`src/rtl/split_search_pkg.sv`:
```
// Shared types and constants for the split-checker candidate search engine.
// Holds the FSM state encoding, xorshift64 parameters and sizing helpers.
package split_search_pkg;

    typedef enum logic [1:0] {
        ST_IDLE = 2'd0,
        ST_FILL = 2'd1,
        ST_HOLD = 2'd2,
        ST_DONE = 2'd3
    } state_e;

    localparam logic [63:0] XS_DEFAULT_SEED = 64'h9E37_79B9_7F4A_7C15;
    localparam int          XS_SH_A         = 13;
    localparam int          XS_SH_B         = 7;
    localparam int          XS_SH_C         = 17;

    // Number of 64-bit generator words needed to cover a w-bit candidate.
    function automatic int nw(input int w);
        return (w + 63) / 64;
    endfunction

    function automatic logic [63:0] xs_next(input logic [63:0] s);
        logic [63:0] t;
        t = s ^ (s << XS_SH_A);
        t = t ^ (t >> XS_SH_B);
        t = t ^ (t << XS_SH_C);
        return t;
    endfunction

endpackage

```
`src/rtl/split_xorshift64.sv`:
```
// 64-bit xorshift generator state with seed load and one-step advance.
// A zero seed is swapped for the default so the sequence never sticks at zero.
module split_xorshift64
    import split_search_pkg::*;
(
    input  logic        clk,
    input  logic        rst,
    input  logic        load_i,
    input  logic [63:0] seed_i,
    input  logic        step_i,
    output logic [63:0] next_o
);

    logic [63:0] state_q;

    assign next_o = xs_next(state_q);

    // Generator state: reset, load (with zero substitution), step or hold.
    always_ff @(posedge clk) begin
        if (rst) begin
            state_q <= XS_DEFAULT_SEED;
        end else if (load_i) begin
            state_q <= (seed_i == 64'd0) ? XS_DEFAULT_SEED : seed_i;
        end else if (step_i) begin
            state_q <= next_o;
        end else begin
            state_q <= state_q;
        end
    end

endmodule

```
`src/rtl/split_search.sv`:
```
// Candidate generator for a split_N constraint checker: fills, holds and
// evaluates pseudo-random assignments until satisfied, aborted or out of tries.
module split_search
    import split_search_pkg::*;
#(
    parameter int W       = 654,
    parameter int CHK_LAT = 0,
    parameter int TW      = 32
) (
    input  logic          clk,
    input  logic          rst,
    input  logic          start,
    input  logic          abort,
    input  logic [63:0]   seed,
    input  logic [TW-1:0] max_tries,
    output logic [W-1:0]  assign_o,
    output logic          cand_valid,
    input  logic          chk_x_i,
    output logic          busy,
    output logic          res_valid,
    input  logic          res_ready,
    output logic          found,
    output logic [TW-1:0] tries
);

    localparam int NWORDS = nw(W);
    localparam int FCW    = (NWORDS > 1) ? $clog2(NWORDS) : 1;
    localparam int HCW    = (CHK_LAT > 0) ? $clog2(CHK_LAT + 1) : 1;

    state_e         state_q;
    logic [W-1:0]   cand_q;
    logic           cand_valid_q;
    logic           busy_q;
    logic           res_valid_q;
    logic           found_q;
    logic [TW-1:0]  tries_q;
    logic [FCW-1:0] fill_cnt_q;
    logic [HCW-1:0] hold_cnt_q;

    logic           xs_load_s;
    logic           xs_step_s;
    logic [63:0]    xs_next_s;
    logic [W+63:0]  cand_wide_s;
    logic [W-1:0]   cand_d;
    logic [TW-1:0]  tries_d;

    split_xorshift64 u_xs (
        .clk    (clk),
        .rst    (rst),
        .load_i (xs_load_s),
        .seed_i (seed),
        .step_i (xs_step_s),
        .next_o (xs_next_s)
    );

    // Generator control, next candidate word shift and saturating try count.
    always_comb begin
        xs_load_s   = (state_q == ST_IDLE) && start;
        xs_step_s   = (state_q == ST_FILL) && !abort;
        cand_wide_s = {cand_q, xs_next_s};
        cand_d      = cand_wide_s[W-1:0];
        if (tries_q == {TW{1'b1}}) begin
            tries_d = tries_q;
        end else begin
            tries_d = tries_q + {{(TW-1){1'b0}}, 1'b1};
        end
    end

    // Search FSM with all host- and checker-facing outputs registered.
    always_ff @(posedge clk) begin
        if (rst) begin
            state_q      <= ST_IDLE;
            cand_q       <= '0;
            cand_valid_q <= 1'b0;
            busy_q       <= 1'b0;
            res_valid_q  <= 1'b0;
            found_q      <= 1'b0;
            tries_q      <= '0;
            fill_cnt_q   <= '0;
            hold_cnt_q   <= '0;
        end else begin
            case (state_q)
                ST_IDLE: begin
                    if (start) begin
                        state_q    <= ST_FILL;
                        busy_q     <= 1'b1;
                        found_q    <= 1'b0;
                        tries_q    <= '0;
                        fill_cnt_q <= '0;
                    end
                end
                ST_FILL: begin
                    if (abort) begin
                        state_q <= ST_IDLE;
                        busy_q  <= 1'b0;
                    end else begin
                        cand_q <= cand_d;
                        if (fill_cnt_q == FCW'(NWORDS - 1)) begin
                            state_q      <= ST_HOLD;
                            cand_valid_q <= 1'b1;
                            hold_cnt_q   <= '0;
                        end else begin
                            fill_cnt_q <= fill_cnt_q + {{(FCW-1){1'b0}}, 1'b1};
                        end
                    end
                end
                ST_HOLD: begin
                    if (abort) begin
                        state_q      <= ST_IDLE;
                        busy_q       <= 1'b0;
                        cand_valid_q <= 1'b0;
                    end else if (hold_cnt_q == HCW'(CHK_LAT)) begin
                        // Verdict is sampled only on the final hold cycle.
                        tries_q      <= tries_d;
                        cand_valid_q <= 1'b0;
                        if (chk_x_i) begin
                            state_q     <= ST_DONE;
                            found_q     <= 1'b1;
                            res_valid_q <= 1'b1;
                        end else if ((max_tries != '0) && (tries_d == max_tries)) begin
                            state_q     <= ST_DONE;
                            found_q     <= 1'b0;
                            res_valid_q <= 1'b1;
                        end else begin
                            state_q    <= ST_FILL;
                            fill_cnt_q <= '0;
                        end
                    end else begin
                        hold_cnt_q <= hold_cnt_q + {{(HCW-1){1'b0}}, 1'b1};
                    end
                end
                ST_DONE: begin
                    if (abort || res_ready) begin
                        state_q     <= ST_IDLE;
                        busy_q      <= 1'b0;
                        res_valid_q <= 1'b0;
                    end
                end
                default: begin
                    state_q      <= ST_IDLE;
                    busy_q       <= 1'b0;
                    cand_valid_q <= 1'b0;
                    res_valid_q  <= 1'b0;
                end
            endcase
        end
    end

    assign assign_o   = cand_q;
    assign cand_valid = cand_valid_q;
    assign busy       = busy_q;
    assign res_valid  = res_valid_q;
    assign found      = found_q;
    assign tries      = tries_q;

endmodule

```
`config.mk`:
```
export PLATFORM = sky130hd
export DESIGN_NAME = split_search
export DESIGN_NICKNAME = d
export VERILOG_FILES = /design/src/rtl/split_search_pkg.sv /design/src/rtl/split_xorshift64.sv /design/src/rtl/split_search.sv
export SDC_FILE = /design/constraint.sdc
export NUM_CORES = 2
export LEC_CHECK = 0
export CELL_PAD_IN_SITES_DETAIL_PLACEMENT = 0
export CELL_PAD_IN_SITES_GLOBAL_PLACEMENT = 1
export CORE_AREA = 2 2 305 307
export DETAILED_ROUTE_END_ITERATION = 7
export DIE_AREA = 0 0 307 309
export PLACE_DENSITY_LB_ADDON = 0.1
export SLEW_MARGIN = 20
export SYNTH_ARGS = -nofsm -noshare
export SYNTH_HDL_FRONTEND = slang
export SYNTH_SLANG_ARGS = --single-unit
```
`constraint.sdc`:
```
create_clock -name clk -period 9.1 [get_ports clk]
set_input_delay 0.91 -clock clk [delete_from_list [all_inputs] [get_ports clk]]
set_output_delay 0.91 -clock clk [all_outputs]
set_load 0.05 [all_outputs]
```
=== Word level (Yosys, flattened, before mapping) ===
Index checks and enable logic that the tools add are counted.

* Register bits after elaboration: 761
* Latch bits: 0
* Memory bits (writable): 0
* ROM bits: 0
* Input port bits: 102
* Output and inout bits: 690
* Word-level logic and storage cells: 109
* Memories: 0

* Add/subtract/negate cells: 3
* Multiply operators: 0
* Div/mod/pow operators: 0
* Order comparisons: 0
* Equality and inequality tests: 19
* Shift operators: 0
* Mux-type cells: 50
* Bitwise gates (word level): 4
* Reduce and logical (&&, ||, !) cells: 23

{| class="wikitable"
|+ Operators with widths
! cell !! count
|-
| 2-to-1 mux 64 bit || 3
|-
| 2-to-1 mux 32 bit || 4
|-
| bitwise XOR 64 bit || 2
|-
| zero test 64 bit || 1
|-
| case mux 32 bit (2 select lines) || 1
|-
| bitwise XOR 64 x 57 -> 64 bit || 1
|-
| adder 32 x 1 -> 32 bit (second input constant) || 1
|-
| == test 32 bit || 1
|-
| == test 32 bit (second input constant) || 1
|-
| nonzero test 32 bit || 1
|-
| 2-to-1 mux 4 bit || 7
|-
| 2-to-1 mux 1 bit || 20
|-
| 2-to-1 mux 2 bit || 8
|-
| inequality test 2 bit (second input constant) || 8
|-
| AND reduction 4 bit || 4
|-
| case mux 4 bit (3 select lines) || 1
|-
| AND reduction 5 bit || 2
|-
| case mux 1 bit (2 select lines) || 4
|-
| case mux 2 bit (4 select lines) || 1
|-
| AND reduction 8 bit || 1
|-
| nonzero test 2 bit || 4
|-
| inequality test 3 bit (second input constant) || 2
|-
| adder 4 x 1 -> 4 bit (second input constant) || 1
|-
| == test 2 bit (second input constant) || 2
|-
| 15 further kinds || 18
|}

=== Logic depth before layout (Yosys ltp) ===
* Depth in word-level cells: 9
* Mapped depth: 13
* Gate-level depth less buffers: 10

=== Hierarchy ===
From an unflattened synthesis, not the netlist that was laid out.

* Cell total of the unflattened synthesis: 3961
* Area, all modules: 30803.3 µm²

{| class="wikitable"
|+ Modules (own cells, without submodules)
! module !! times used !! cells each !! area each (µm²) !! seq. area each (µm²)
|-
| split_search || 1 || 3418 || 26232.7 || 13933.4
|-
| split_xorshift64 || 1 || 543 || 4570.6 || 1281.2
|}

=== Worst setup path before layout ===
Ideal clock, no wire load.

* Path type: flip-flop to flip-flop
* From: register tries_q[0] (netlist: tries[0])
* To: register fill_cnt_q[2]
* Setup time: 74 ps
* Data arrival time: 3396 ps
* Data required time: 9026 ps
* Path slack: 5629 ps
* Stages on the path, launching flop included: 12
* Buffers on the path: 1
* Period minus slack after synthesis: 3471 ps
* Cells stage by stage: dfxtp_1 ha_1 nand3_4 or3_1 buf_2 nor3_4 xnor2_1 a2111oi_2 and4_1 nand2_1 or4_1 a31oi_1

* Cells in the longest elaborated chain, start to end: 6
* Elaborated cells on any way between the ends: 7
* Classes of those cells: add/sub: 1; eq/ne: 3; mux: 1; reduce/logical: 2

{| class="wikitable"
|+ Ends and longest elaborated chain
! element !! RTL line !! text
|-
| start: declaration || split_search.sv:36 || <nowiki>logic [TW-1:0] tries_q;</nowiki>
|-
| start signal: assignment || split_search.sv:114 || <nowiki>tries_q <= tries_d;</nowiki>
|-
| adder 32 x 1 -> 32 bit / == test 32 bit (equally long branches) || split_search.sv:65, split_search.sv:62 ||
|-
| 2-to-1 mux 32 bit * || split_search.sv:62 || <nowiki>if (tries_q == {TW{1'b1}}) begin</nowiki>
|-
| == test 32 bit * || split_search.sv:120 || <nowiki>end else if ((max_tries != '0) && (tries_d == max_tries)) begin</nowiki>
|-
| logical AND 1 bit * || split_search.sv:120 ||
|-
| inequality test 2 bit (no source line) * || -- ||
|-
| AND reduction 8 bit (no source line) * || -- ||
|-
| end signal: assignment || split_search.sv:103 || <nowiki>fill_cnt_q <= fill_cnt_q + {{(FCW-1){1'b0}}, 1'b1};</nowiki>
|-
| end: declaration || split_search.sv:37 || <nowiki>logic [FCW-1:0] fill_cnt_q;</nowiki>
|}

Every way passes the cells marked *; elsewhere a longest branch is shown, timed or not.
A chain may end at the register's enable or synchronous reset.

=== Worst setup path in the final report ===
* From: register tries_q[0] (netlist: tries[0])
* To: register res_valid_q (netlist: res_valid)

* Cells in the longest elaborated chain, start to end: 6
* Elaborated cells on any way between the ends: 7
* Classes of those cells: add/sub: 1; eq/ne: 3; mux: 1; reduce/logical: 2

{| class="wikitable"
|+ Ends and longest elaborated chain
! element !! RTL line !! text
|-
| adder 32 x 1 -> 32 bit / == test 32 bit (equally long branches) || split_search.sv:65, split_search.sv:62 ||
|-
| 2-to-1 mux 32 bit * || split_search.sv:62 ||
|-
| == test 32 bit * || split_search.sv:120 ||
|-
| logical AND 1 bit * || split_search.sv:120 ||
|-
| inequality test 3 bit (no source line) * || -- ||
|-
| AND reduction 5 bit (no source line) * || -- ||
|-
| end signal: assignment || split_search.sv:119 || <nowiki>res_valid_q <= 1'b1;</nowiki>
|-
| end signal: assignment || split_search.sv:123 || <nowiki>res_valid_q <= 1'b1;</nowiki>
|-
| end signal: assignment || split_search.sv:136 || <nowiki>res_valid_q <= 1'b0;</nowiki>
|-
| end: declaration || split_search.sv:34 || <nowiki>logic res_valid_q;</nowiki>
|}

Marks and branches as above.

==> results.toml <==
[global_routing]
grt_antenna_before_repair = 0
grt_pass1_vias = 26600
grt_pass1_wl_um = 183000
grt_overflow = 0
grt_usage_pct = 25.5
grt_max_degree = 250

[power]
power_density_mw_per_mm2 = 200
p_leak_nw = 13.4
total_power_mw = 8.41
peakVddDrop_mv = 0.146

[cts]
cts_buffer_depth = 3
tritoncts = "done"
cts_root_buf = "clkbuf_16"
ctsHoldBuffers = 0
insertion_delay_ns = 0.66
cts_made_buffers = 88
clk_pin_slew_worst_paths_ns = 0.06
post_cts_buffers = 0
htree_levels = 3
postCtsResizedCells = 0
cts.sink_count = 760

[critical_path]
worstSetupPathType = "reg -> reg"
required_ns = 9.56
critPathCaptureType = "flip-flop"
crit_arrival_ns = 4.45
cp-start-kind = "flip-flop"
crit_fanout = 14

[synthesis]
ys_seq_area_share_pct = 49.7
synth_area_leaders = "dfxtp_1 (50%), nand2_1 (16%), a21oi_1 (11%), xnor2_1 (4.8%), clkbuf_1 (3.3%)"
async_flop_share_pct = 0
synth_area_per_cell_um2 = 7.80
synth_cells = 3928
synth_area_leader_cell = "dfxtp_1"
synth_edf_count = 0
ys_types = 69
synth_area_mm2 = 0.0306
synth_seq_cells = 760
synth_top_area_share_pct = 49.7
dominantRegCellSynth = "dfxtp_1"
yosysWarningCount = 0
synth_fp_nets = 4037

[sta]
rsz0062_at_grt = "no"
finalWorstSetupSlack_ns = 5.11
max_freq_ghz = 0.251
setup_viol = 0
clock_skew_ns = 0.0462
finalHoldViolCount = 0
max_slew_margin_pct = 23.8
setup_tns_ns = 0
finalCritPeriodShare_pct = 43.8
final_max_slew_viol_count = 0
fin_crit_ns = 3.99
worst_slew_pin_slew_ns = 1.14

[die]
core-area_mm2 = 0.0914
start_util_pct = 33.5
rows = 111
dieArea_mm2 = 0.0949
pin_count = 792
fp.dieH_um = 309
die_w_um = 307

[cells_and_area]
final_layout_size_suffix_gt1_share_pct = 4.00
area_growth_pct = 37.4
diodes = 0
stdcell_count = 5790
layout.nets = 4641

[detailed_routing]
met3_length_um = 8770
vias = 29000
drt-met1-wl_um = 54500
wl_um = 127000
dr.pass1.iters = 8
drtIter0Drc = 2484
highest_layer = "met4"
ant_nets = 0
met2_length_um = 59300
remaining_drc_errors = 0
vias_per_cell = 5.01
wire_per_inst_um = 22.0

[place]
dp_hpwl_um = 92100
dp_slack_ns = 4.81
dp.cells = 5627
place_congestion = 0.886
io_buffer_count = 791

[run]
cap_violations = 0

[min_path]
hp-class = "reg -> reg"

[status]
status = "finished, final reports clean"
registers in the layout (all words and copies together), names as in the netlist:
| register | flops |
|---|---|
| busy | 1 |
| assign_o | 654 |
| state_q | 2 |
| u_xs.state_q | 64 |
| res_valid | 1 |
| tries | 32 |
| found | 1 |
| cand_valid | 1 |
| fill_cnt_q | 4 |
path summary, 6_finish.rpt:
path	from	to	slack, ns	cells past startpoint
max	tries[0]$_SDFFE_PP0P_	res_valid$_SDFFE_PP0P_	5.11	10
min	assign_o[402]$_SDFFE_PP0P_	assign_o[466]$_SDFFE_PP0P_	0.45	2
max reg2reg	tries[0]$_SDFFE_PP0P_	res_valid$_SDFFE_PP0P_	5.11	10
min reg2reg	assign_o[402]$_SDFFE_PP0P_	assign_o[466]$_SDFFE_PP0P_	0.45	2
area by class of cell:
class | instances | area (µm²)
Sequential cell | 760 | 15200
Multi-Input combinational cell | 2852 | 14200
Timing Repair Buffer | 818 | 8220
Clock inverter | 28 | 360
Inverter | 12 | 45.0
Fill cell | 9269 | 49300
Clock buffer | 134 | 2540
Tap cell | 1186 | 1480
per-stage QoR:
stage               utilization (%)  hold slack, ns  area (µm²)
floorplan                         -           0.434       30600
global route                   46.0           0.468       42100
finish                         46.0           0.450       42100
detailed placement             42.8           0.446       39100
CTS                            46.0           0.446       42000
global placement               42.8           0.441       39100
layout by cell type (no fill, tap or decap), types with 4 or more instances in the layout:
| master | instances |
|---|---|
| nand2b_1 | 41 |
| nor4_1 | 38 |
| ha_1 | 7 |
| clkbuf_1 | 29 |
| clkbuf_16 | 88 |
| clkbuf_8 | 17 |
| xnor2_1 | 169 |
| dfxtp_1 | 760 |
| a211oi_1 | 63 |
| a21oi_1 | 670 |
| clkinv_2 | 16 |
| and2_1 | 5 |
| bufinv_16 | 5 |
| o22ai_1 | 15 |
| o21ai_0 | 81 |
| clkdlybuf4s50_1 | 790 |
| o21a_1 | 4 |
| nor2_1 | 189 |
| a311oi_1 | 18 |
| or3_1 | 9 |
| buf_12 | 6 |
| xor2_1 | 61 |
| a31oi_1 | 14 |
| or2_2 | 8 |
| nand2_1 | 1272 |
| nand3_1 | 17 |
| nor3_1 | 41 |
| or4_1 | 6 |
| buf_4 | 20 |
| o211ai_1 | 4 |
| and3_1 | 4 |
| nand4_1 | 33 |
| and4_1 | 17 |
| inv_1 | 12 |
power breakdown:
part | switching [mW] | internal (mW) | leakage, nW
Sequential | 0.114 | 3.41 | 6.14
Clock | 1.49 | 2.09 | 1.43
Combinational | 0.881 | 0.433 | 5.82
cells in the mapped netlist (5+ instances only):
library cell	n
nand2_1	1273
dfxtp_1	760
a21oi_1	670
clkbuf_1	272
nor2_1	189
xnor2_1	169
o21ai_0	81
a211oi_1	63
xor2_1	61
nand2b_1	41
nor3_1	41
nor4_1	38
nand4_1	33
buf_2	20
a311oi_1	18
and4_1	17
nand3_1	17
o22ai_1	15
a31oi_1	14
inv_1	12
or3_1	9
or2_2	8
ha_1	7
and2_1	6
or4_1	6
buf_1	5
buf_4	5
cells by family after synthesis:
group | count (synthesis) | share of synthesized area, %
muxes | 2 | 0.0654
xor gates and xnor gates | 230 | 6.58
buffers and inverters | 316 | 4.05
DFF | 760 | 49.7
and+or+nand+nor | 1702 | 23.0
AOI/OAI and AO/OA | 911 | 16.3
adders and majority gates | 7 | 0.286
routing by layer:
layer | global-route usage, % | vias up
li1 | - | 14300
met1 | 32.9 | 13600
met4 | 9.87 | 0
met2 | 41.3 | 930
met5 | 0 | -
met3 | 5.93 | 186
critical path: stages, from the launching register on:
cell	delay, ns
dfxtp_1	0.48
ha_1	0.34
nand3_4	0.18
or3_1	0.55
nor3_4	0.57
xnor2_1	0.22
a2111oi_2	0.38
and4_1	0.34
and4_1	0.36
mux2i_1	0.22
o311ai_0	0.13
(Power assumes the default switching activity.)
